## config.mk

```make
export PLATFORM = sky130hd
export DESIGN_NAME = mux_81_serializer_flat
export DESIGN_NICKNAME = d
export VERILOG_FILES = /design/src/rtl/mux_81_serializer_pkg.sv /design/src/rtl/mux_81_serializer_if.sv /design/src/rtl/mux_81_behav.sv /design/src/rtl/mux_81_serializer.sv /design/src/flat_wrapper.sv
export SDC_FILE = /design/constraint.sdc
export NUM_CORES = 1
export LEC_CHECK = 0
export BUFFER_PORTS_ARGS = -buffer_cell sky130_fd_sc_hd__buf_2
export CORE_MARGIN = 5
export CORE_UTILIZATION = 45
export CTS_CLUSTER_DIAMETER = 40
export DETAILED_ROUTE_END_ITERATION = 10
export PLACE_DENSITY = 0.71
export SLEW_MARGIN = 20
export SYNTH_ARGS = -nofsm -noshare
export SYNTH_HDL_FRONTEND = slang
export SYNTH_SLANG_ARGS = --single-unit
```

## constraint.sdc

```tcl
create_clock -name clk -period 2.3 [get_ports clk]
set_input_delay 0.115 -clock clk [delete_from_list [all_inputs] [get_ports clk]]
set_output_delay 0.115 -clock clk [all_outputs]
set_load 0.03 [all_outputs]
```

## src/rtl/mux_81_serializer_pkg.sv

```systemverilog
`default_nettype none
// ============================================================================
// Module      : mux_81_serializer_pkg
// Description : Shared widths, FSM encodings and helpers for the serializer.
// Revision    : 1.0 - initial release
// ============================================================================
package mux_81_serializer_pkg;

    localparam int SEL_W  = 3;
    localparam int DATA_W = 8;

    localparam logic [0:0] ST_IDLE  = 1'b0;
    localparam logic [0:0] ST_SHIFT = 1'b1;

    // Index of the first bit sent in a frame for the chosen bit order.
    function automatic logic [SEL_W-1:0] sel_start(input bit msb_first);
        return msb_first ? {SEL_W{1'b1}} : {SEL_W{1'b0}};
    endfunction

endpackage
`default_nettype wire

```

## src/rtl/mux_81_serializer_if.sv

```systemverilog
`default_nettype none
// ============================================================================
// Module      : mux_81_serializer_if
// Description : Byte-in / bit-out handshake bundle for the serializer.
// Revision    : 1.0 - initial release
// ============================================================================
interface mux_81_serializer_if;
    import mux_81_serializer_pkg::*;

    logic              in_valid;
    logic [DATA_W-1:0] in_data;
    logic              in_ready;
    logic              ser_ready;
    logic              ser_valid;
    logic              ser_out;
    logic [SEL_W-1:0]  sel;
    logic              frame_done;

    modport master (
        output in_valid, in_data, ser_ready,
        input  in_ready, ser_valid, ser_out, sel, frame_done
    );

    modport slave (
        input  in_valid, in_data, ser_ready,
        output in_ready, ser_valid, ser_out, sel, frame_done
    );

endinterface
`default_nettype wire

```

## src/rtl/mux_81_behav.sv

```systemverilog
`default_nettype none
// ============================================================================
// Module      : mux_81_behav
// Description : Behavioural 8:1 bit multiplexer, y = in[s].
// Revision    : 1.0 - initial release
// ============================================================================
module mux_81_behav
    import mux_81_serializer_pkg::*;
(
    input  wire logic [DATA_W-1:0] in,
    input  wire logic [SEL_W-1:0]  s,
    output logic                   y
);

    assign y = in[s];

endmodule
`default_nettype wire

```

## src/rtl/mux_81_serializer.sv

```systemverilog
`default_nettype none
// ============================================================================
// Module      : mux_81_serializer
// Description : Latches a byte and walks the 8:1 mux select to emit it serially.
// Revision    : 1.0 - initial release
// ============================================================================
module mux_81_serializer
    import mux_81_serializer_pkg::*;
#(
    parameter bit MSB_FIRST = 1'b0
) (
    input  wire logic          clk,
    input  wire logic          rst,
    mux_81_serializer_if.slave bus
);

    localparam logic [SEL_W-1:0] c_start = sel_start(MSB_FIRST);
    localparam logic [SEL_W-1:0] c_last  = ~c_start;

    logic [0:0]        r_state;
    logic [DATA_W-1:0] r_word;
    logic [SEL_W-1:0]  r_sel;
    logic              r_frame_done;

    logic w_accept;
    logic w_is_last;
    logic w_in_ready;
    logic w_load;
    logic w_ser_out;

    assign w_accept   = (r_state == ST_SHIFT) & bus.ser_ready;
    assign w_is_last  = (r_sel == c_last);
    // Accepting the next word on the last-bit cycle gives zero-bubble frames.
    assign w_in_ready = (r_state == ST_IDLE) | (w_accept & w_is_last);
    assign w_load     = bus.in_valid & w_in_ready;

    always_ff @(posedge clk) begin
        if (rst) begin
            r_state      <= ST_IDLE;
            r_word       <= '0;
            r_sel        <= c_start;
            r_frame_done <= 1'b0;
        end else begin
            r_frame_done <= w_accept & w_is_last;
            if (w_load) begin
                r_word  <= bus.in_data;
                r_sel   <= c_start;
                r_state <= ST_SHIFT;
            end else if (w_accept) begin
                if (w_is_last) begin
                    r_state <= ST_IDLE;
                end else if (MSB_FIRST) begin
                    r_sel <= r_sel - SEL_W'(1);
                end else begin
                    r_sel <= r_sel + SEL_W'(1);
                end
            end
        end
    end

    mux_81_behav u_mux (
        .in (r_word),
        .s  (r_sel),
        .y  (w_ser_out)
    );

    assign bus.in_ready   = w_in_ready;
    assign bus.ser_valid  = (r_state == ST_SHIFT);
    assign bus.ser_out    = w_ser_out;
    assign bus.sel        = r_sel;
    assign bus.frame_done = r_frame_done;

endmodule
`default_nettype wire
```

## src/flat_wrapper.sv

```systemverilog
// flat-port wrapper written by rule: the top's interface ports become plain ports
module mux_81_serializer_flat import mux_81_serializer_pkg::*;
#(
    parameter bit MSB_FIRST = 1'b0
)
  (clk, rst, bus_in_valid, bus_in_data, bus_ser_ready, bus_in_ready, bus_ser_valid, bus_ser_out, bus_sel, bus_frame_done);
  mux_81_serializer_if bus_i ();
  input  wire logic clk;
  input  wire logic rst;
  input wire logic [$bits(bus_i.in_valid)-1:0] bus_in_valid;
  input wire logic [$bits(bus_i.in_data)-1:0] bus_in_data;
  input wire logic [$bits(bus_i.ser_ready)-1:0] bus_ser_ready;
  output wire logic [$bits(bus_i.in_ready)-1:0] bus_in_ready;
  output wire logic [$bits(bus_i.ser_valid)-1:0] bus_ser_valid;
  output wire logic [$bits(bus_i.ser_out)-1:0] bus_ser_out;
  output wire logic [$bits(bus_i.sel)-1:0] bus_sel;
  output wire logic [$bits(bus_i.frame_done)-1:0] bus_frame_done;
  assign bus_i.in_valid = bus_in_valid;
  assign bus_i.in_data = bus_in_data;
  assign bus_i.ser_ready = bus_ser_ready;
  assign bus_in_ready = bus_i.in_ready;
  assign bus_ser_valid = bus_i.ser_valid;
  assign bus_ser_out = bus_i.ser_out;
  assign bus_sel = bus_i.sel;
  assign bus_frame_done = bus_i.frame_done;
  mux_81_serializer #(.MSB_FIRST(MSB_FIRST)) u_core (.clk(clk), .rst(rst), .bus(bus_i));
endmodule
```

==> impl_results.md <==
* Largest stage delay on the critical path at 0.88 ns
* WP buf/inv at 0
* Drt via density at 4.97
* RSZ-0062 raised after global routing: no
* Max-Slew Margin vs Limit at 25.6%
* Worst R2R Setup Slack at 0.15 ns
* Final ANT Viol Nets at 0
* Die Ht at 47.5 um
* Worst path depth at 5
* Crit path kind: register to register
* Vias in the first global route at 436
* Clock Latency Late Sink at 0.27 ns
* Most frequent CP cell: ha_1
* GRT Residual Overflow at 0
* Yosys warnings at 0
* First drt pass iteration count at 3
* Delay-heaviest family, CP: simple AND/OR/NAND/NOR gates
* Core Region at 0.00132 mm2
* Clock transition at the registers of the reported paths at 0.08 ns
* Seq/Total Area, Yosys at 41.0%
* Routed Wire Length at 1.14 mm
* Diodes inserted at 0
* Syn Area/Cell at 10.9 um2
* Worst slew pin tran at 1.11 ns
* Post-DP HPWL at 872 um
* CTS root buffer: clkbuf_4
* Net Count, Synth at 72
* Post-Syn Area at 634 um2
* Full die area at 0.00226 mm2
* Slowest CP cell: nor2b_1
* PwrDens at 593 mW/mm2
* Routability cong. at 0.759
* Die width at 47.5 um
* TritonCTS clock tree: built
* Cells along the critical path: ha_1 -> ha_1 -> a21boi_0 -> nor2b_1 -> mux2i_1
* Cells after synthesis at 58
* Dpl ws at 0.171 ns
* First-pass GRT wire length at 1.86 mm
* I/O Pins at 19
* Vias post-DR at 457
* RR Startpoint: u_core.bus.sel[0]
* Endpoint class of the critical path: register
* Post-synth cell types at 16
* Total CTS buffers at 3
* Hold Buf Count CTS at 0
* Fin nets at 92
* Crit path launch type: register
* Wire length per cell at 12.4 um
* CTS resizes at 0
* Setup TNS Final at 0 ns
* Fmax at 466 MHz
* Tcrit/Tclk final at 93.3%
* Hold Crit Class: input pin to register
* #FFs+latches synth at 13
* Lkg Pwr at 0.360 nW
* # DRC at 0
* Final Hold Fails at 0
* Status: completed
* Clock skew at 0.00352 ns
* Fin crit period at 2.15 ns
* Worst vdd ir at 339 uV
* Critical path origin: u_core.bus.sel[0]
* CP Data Required Time at 2.50 ns
* Maxcap violations at 0
* Setup WS post-layout at 0.154 ns
* Site row count at 13
* Fill count at 120
* P&R area growth vs syn at 18.3%
* Final Max Slew Viols at 0
* R2R cell count at 5
* CP Max Fanout at 11
* Origin of the worst min-delay path: bus_in_valid
* Fraction of layout cells with a size suffix above 1 at 28.6%
* Initial DRC count at 8
* H-tree depth at 1
* Pin count of the biggest net entering global routing at 22
* Initial Utilization at 48.1%
* Port bufs at 18
* WP data arrival at 2.34 ns
* # Post-CTS Setup Buffers at 0
* Setup-failing EPs final at 0
* Longest Clk Path Bufs at 2
* # clock sinks at 13
* Initial antenna violation count at 0
* Hold depth at 3
* GRT Overall Usage at 11.9%
[worst reg2reg max path: stages (launching register included)]
cell and delay (ns):
dfxtp_1 0.45, ha_1 0.19, ha_1 0.17, a21boi_0 0.13, nor2b_1 0.88, mux2i_1 0.27
[state kept, by name (all words and copies together), names as in the netlist]
name                   flops
u_core.r_word              8
u_core.bus.sel             3
u_core.bus.frame_done      1
u_core.bus.ser_valid       1
[final timing paths]
check                         endpoint
setup / recovery      u_core.r_word[2]
hold / removal    u_core.bus.ser_valid
setup reg to reg      u_core.r_word[2]
hold reg to reg       u_core.r_word[3]
[final cells by class]
class                   instances  area (um2)  area share (%)
well taps                      15        18.8            2.50
flip-flops and latches         13         260            34.7
inverters                       1        3.75           0.500
clock buffers                   4        26.3            3.50
multi-input cells              41         352            46.8
repair buffers                 18        90.1            12.0
[cells in the mapped netlist (all sizes together)]
library cell  number  area, um2
nand3b             1       7.51
and4b              1       10.0
ha                 2       25.0
mux2               1       11.3
nor2b              1       6.26
nor3               3       15.0
clkbuf             2       7.51
nand2b            16        100
mux4               2       52.6
buf                1       11.3
dfxtp             13        260
a21boi             1       7.51
nor2               2       7.51
mux2i             10        100
inv                1       3.75
xor2               1       8.76
[cells by family after synthesis]
group	synth area share [%]
AOI/OAI and AO/OA	1.18
xor gates and xnor gates	1.38
adders and majority gates	3.94
buffers and inverters	3.55
DFF	41.0
muxes	25.8
and+or+nand+nor	23.1
[per-layer routing]
layer | vias to the layer above | share of wire (%) | track usage [%]
met5 | - | 0 | 0
li1 | 237 | - | -
met1 | 206 | 44 | 15.0
met4 | 0 | 1.1 | 6.45
met2 | 12 | 48 | 19.0
met3 | 2 | 7.5 | 2.26
[power breakdown]
part	internal [mW]	switching (mW)
clock	0.0670	0.0705
sequential	0.236	0.00747
combinational	0.0318	0.0327
total	0.335	0.111
[cells in the final DEF (no fill, tap or decap)]
cell	n
and4b_1	1
clkbuf_1	1
nand3b_1	1
nor2b_1	1
xor2_1	1
dfxtp_1	13
nor2_1	2
mux2_2	1
mux4_1	2
nand2b_1	16
ha_1	2
buf_2	18
nor3_1	3
clkbuf_4	3
mux2i_1	10
inv_1	1
a21boi_0	1
[through the flow]
stage / cell area, um2 / hold slack (ns) / instances / total power, mW / utilization (%)
after floorplan: 634 / 0.236 / 58 / 0.295 / -
after global placement: 724 / 0.340 / 88 / 0.312 / 55.0
after detailed placement: 724 / 0.350 / 88 / 0.314 / 55.0
after CTS: 751 / 0.0676 / 92 / 0.453 / 57.0
after global routing: 751 / 0.102 / 92 / 0.468 / 57.0
final: 751 / 0.0795 / 92 / 0.446 / 57.0
Note: power is estimated with default switching activity, not from simulation.
